`src/rtl/booth_seq_ctrl.sv`:
```
// Sequencing controller for a radix-2 Booth multiplier datapath (one multiply in flight).
// Optional count cross-check enabled by defining BOOTH_SEQ_CHECK_EN.
module booth_seq_ctrl #(
  parameter int unsigned WIDTH_IN = 16,
  parameter int unsigned WIDTH_IT = 5
) (
  input  logic       clk,
  input  logic       reset,
  input  logic       src_valid,
  output logic       src_ready,
  output logic       dst_valid,
  input  logic       dst_ready,
  input  logic       clr,
  input  logic [1:0] booth_bits,
  input  logic       count_16,
  output logic       en_i,
  output logic       valid_in,
  output logic       en_pp,
  output logic       en_fp,
  output logic [1:0] sel,
  output logic       busy,
  output logic       err
);

  typedef enum logic [1:0] {
    StIdle  = 2'd0,
    StCalc  = 2'd1,
    StFinal = 2'd2,
    StDone  = 2'd3
  } state_e;

  localparam logic [WIDTH_IT-1:0] LastIter = WIDTH_IT'(WIDTH_IN - 1);

  state_e              state_q, state_d;
  logic [WIDTH_IT-1:0] iter_q, iter_d;
  logic                accept;

  assign accept = (state_q == StIdle) && src_valid && !clr;

  always_ff @(posedge clk or posedge reset) begin
    if (reset) begin
      state_q <= StIdle;
      iter_q  <= '0;
    end else begin
      state_q <= state_d;
      iter_q  <= iter_d;
    end
  end

  always_comb begin
    state_d = state_q;
    iter_d  = iter_q;
    if (clr) begin
      state_d = StIdle;
    end else begin
      unique case (state_q)
        StIdle: begin
          if (src_valid) begin
            state_d = StCalc;
            iter_d  = '0;
          end
        end
        StCalc: begin
          iter_d = iter_q + 1'b1;
          if (iter_q == LastIter) state_d = StFinal;
        end
        StFinal: state_d = StDone;
        StDone:  if (dst_ready) state_d = StIdle;
      endcase
    end
  end

  always_comb begin
    src_ready = 1'b0;
    en_i      = 1'b0;
    valid_in  = 1'b0;
    en_pp     = 1'b0;
    en_fp     = 1'b0;
    sel       = 2'b00;
    dst_valid = 1'b0;
    busy      = (state_q != StIdle);
    unique case (state_q)
      StIdle: begin
        src_ready = !clr;
        en_i      = accept;
        valid_in  = accept;
      end
      StCalc: begin
        en_pp = !clr;
        // {Q0,Q-1}: 01 adds A, 10 subtracts A, equal bits only shift.
        if (!clr) begin
          case (booth_bits)
            2'b01:   sel = 2'b01;
            2'b10:   sel = 2'b10;
            default: sel = 2'b00;
          endcase
        end
      end
      StFinal: en_fp = !clr;
      StDone:  dst_valid = 1'b1;
    endcase
  end

`ifdef BOOTH_SEQ_CHECK_EN
  logic err_q, err_d;

  always_comb begin
    err_d = err_q;
    if (accept) begin
      err_d = 1'b0;
    end else if ((state_q == StCalc && count_16) || (state_q == StFinal && !count_16)) begin
      err_d = 1'b1;
    end
  end

  always_ff @(posedge clk or posedge reset) begin
    if (reset) err_q <= 1'b0;
    else       err_q <= err_d;
  end

  assign err = err_q;
`else
  logic unused_count_16;
  assign unused_count_16 = count_16;
  assign err = 1'b0;
`endif

endmodule

```
`config.mk`:
```
export PLATFORM = sky130hd
export DESIGN_NAME = booth_seq_ctrl
export DESIGN_NICKNAME = d
export VERILOG_FILES = /design/src/rtl/booth_seq_ctrl.sv
export SDC_FILE = /design/constraint.sdc
export NUM_CORES = 1
export LEC_CHECK = 0
export CAP_MARGIN = 20
export CORE_MARGIN = 3
export CORE_UTILIZATION = 39
export DETAILED_ROUTE_END_ITERATION = 7
export GPL_TIMING_DRIVEN = 0
export PLACE_DENSITY = 0.73
export SLEW_MARGIN = 5
export SYNTH_ARGS = -nofsm -noshare
export SYNTH_HDL_FRONTEND = slang
export SYNTH_SLANG_ARGS = --single-unit
```
`constraint.sdc`:
```
create_clock -name clk -period 1.75 [get_ports clk]
set_clock_uncertainty 0.05 [all_clocks]
set_input_delay 0.2625 -clock clk [delete_from_list [all_inputs] [get_ports clk]]
set_output_delay 0.2625 -clock clk [all_outputs]
set_load 0.01 [all_outputs]
```
==> results.yml <==
routing:
  routedWlPerCell_um: 12.6
  drt_iter0_drc: 7
  drt_wl_total_um: 1250
  num_vias: 485
  firstDrtPassIters: 2
  ant_nets: 0
  drc_errors: 0
  via_per_inst: 4.90
cts:
  root_buffer: "clkbuf_4"
  worstSkewPairLatency_ps: 250
  clk_pin_slew_ps: 50
  cts_tree: "built"
  cts_buffers: 3
  cts_htree_levels: 1
  cts_num_sinks: 7
  clockBufferDepth: 2
  hold_buffers: 0
logic_synthesis:
  syn_inst: 59
  yosys-top-cells-area: "dfrtp_1, ha_1, nor2b_1"
  synth_top_area_cell: "dfrtp_1"
  synth_ff_type: "dfrtp_1"
  yosysTopAreaCellShare: 0.324
  syn_area_um2: 541
  ys_ff_latch: 7
  ys_async_sr_fraction: 1.00
  ys_seq_area_frac: 0.324
  netlist-cell-type-count: 24
  syn-mean-instance-area_um2: 9.16
  synth-edff-count: 0
  synth_nets: 73
  ys_warn_count: 0
sta:
  fin_ws_ps: -1.08
  finalCritPeriodShare: 1.00
  rsz0062_at_grt: "yes"
  setup_violations: 1
  fmax_mhz: 571
  final-hold-violation-count: 0
  fin_crit_ps: 1750
  whs_ps: 185
  maxSlewViolCount: 0
floorplan:
  fp.dieW_um: 43.2
  core_region_area_mm2: 0.00120
  start_util: 0.450
  die_area_mm2: 0.00187
  die_h_um: 43.2
  rows: 12
  io_pins: 18
grt:
  grt_antenna_before_repair: 0
  grt_max_degree: 9
  grt_first_pass_wirelength_um: 1990
  gr-total-overflow: 0
  gr-usage-all-layers: 0.148
  grt_pass1_vias: 467
placement:
  port_buffers: 15
  dp_hpwl_um: 833
  pre_cts_ws_ps: -344
  gp_congestion: 0.817
  dp_cells: 88
worst_setup_path:
  end_kind: "flop"
  path_buf_inv: 0
  crit_chain: "ha_2 -> and3_4 -> ha_4 -> nor2b_4 -> or4_1 -> o211a_1"
  slowest_stage: "or4_1"
  r2r_cells: 6
  cp_top_family: "simple AND/OR/NAND/NOR gates"
  cp_slowest_stage_delay_ps: 510
  crit_path_start_kind: "flop"
  crit_path_max_fanout: 3
  critical_path_class: "flop to flop"
  worstPathArrival_ps: 1840
  cp_num_cells: 6
  cp.required_ps: 1840
layout:
  area_growth_pct: 47.2
  final_cell_mix: "buf_4, dfrtp_1"
  layout_commonest_cell: "buf_4"
  final_nets: 100
  stdcell_count: 99
  drive_gt1_frac: 0.365
  diodes: 0
run_status:
  status: "finished with violations"
  violations: "negative setup slack"
min_path:
  hold_class: "input pin to async pin"
power:
  power_leakage_nw: 0.416
  max-vdd-ir-drop_mv: 0.681
  powerDensity_mw_per_mm2: 1250
run:
  cap_violations: 0
-- power by group --
group | switching, mW | internal, mW
registers | 0.0394 | 0.207
logic | 0.283 | 0.315
clock network | 0.0634 | 0.0836
-- Yosys cell counts (2+ instances only) --
cell type and instances:
dfrtp_1 7, nor3_1 2, inv_1 7, buf_4 2, nor2_1 2, o21ai_1 2
nor2b_1 6, nand2_1 4, and3b_1 2, mux2i_1 3, nand4_1 2, and3_1 3
ha_1 6
-- path summary, 6_finish.rpt --
check | to | slack (ps) | from
worst max-delay path | state_q[0] | -1 | iter_q[0]
worst min-delay path | state_q[0] | 180 | reset
worst max register to register | state_q[0] | -1 | iter_q[0]
worst min register to register | iter_q[0] | 450 | iter_q[0]
max in group asynchronous | state_q[1] | 1230 | reset
min in group clk | iter_q[0] | 450 | iter_q[0]
-- worst reg2reg max path: cells and delay by family, from the launching register on --
family                   cells  cell delay (ps)
AO/OA/AOI/OAI                1              140
adder cells (fa/ha/maj)      2              330
flip-flops                   1              380
AND/OR/NAND/NOR              3              750
-- sequential cells by signal (all words and copies together), names as in the netlist --
register,cells
state_q,2
iter_q,5
-- routing by layer --
metal	vias up	routed length, um	global-route usage
met3	2	90	0.0508
met1	210	560	0.170
met2	17	581	0.239
met5	-	0	0
li1	256	-	-
met4	0	16	0.0723
-- what timing repair did --
item,4_1_cts,5_1_grt
gates resized for setup,21,16
buffers inserted,4,4
endpoints found under the setup margin,10,9
pin swaps,1,4
hold endpoints to repair,0,0
-- through the flow --
stage	total power, mW	util	area, um^2	setup TNS (ps)
CTS	0.953	0.644	773	-163
finish	0.991	0.663	796	-1.08
global route	1.08	0.663	796	-103
global placement	0.745	0.590	708	-1440
detailed placement	0.748	0.590	708	-1520
floorplan	0.569	-	541	0
-- kinds of logic after synthesis --
group,count (synthesis),synth area share
flops,7,0.324
buf+inv,10,0.0972
other cells,1,0.00694
simple gates,26,0.296
compound gates,6,0.0810
fa+ha+maj,6,0.139
mux,3,0.0556
-- area by class of cell --
type                            count  area (um^2)
Fill cell                         107          405
Multi-Input combinational cell     42          350
Timing Repair Buffer               23          183
Sequential cell                     7          176
Inverter                            7         26.3
Clock buffer                        3         22.5
Tap cell                           14         17.5
Buffer                              2         15.0
Clock inverter                      1         5.00
Note: power is estimated with default switching activity, not from simulation.
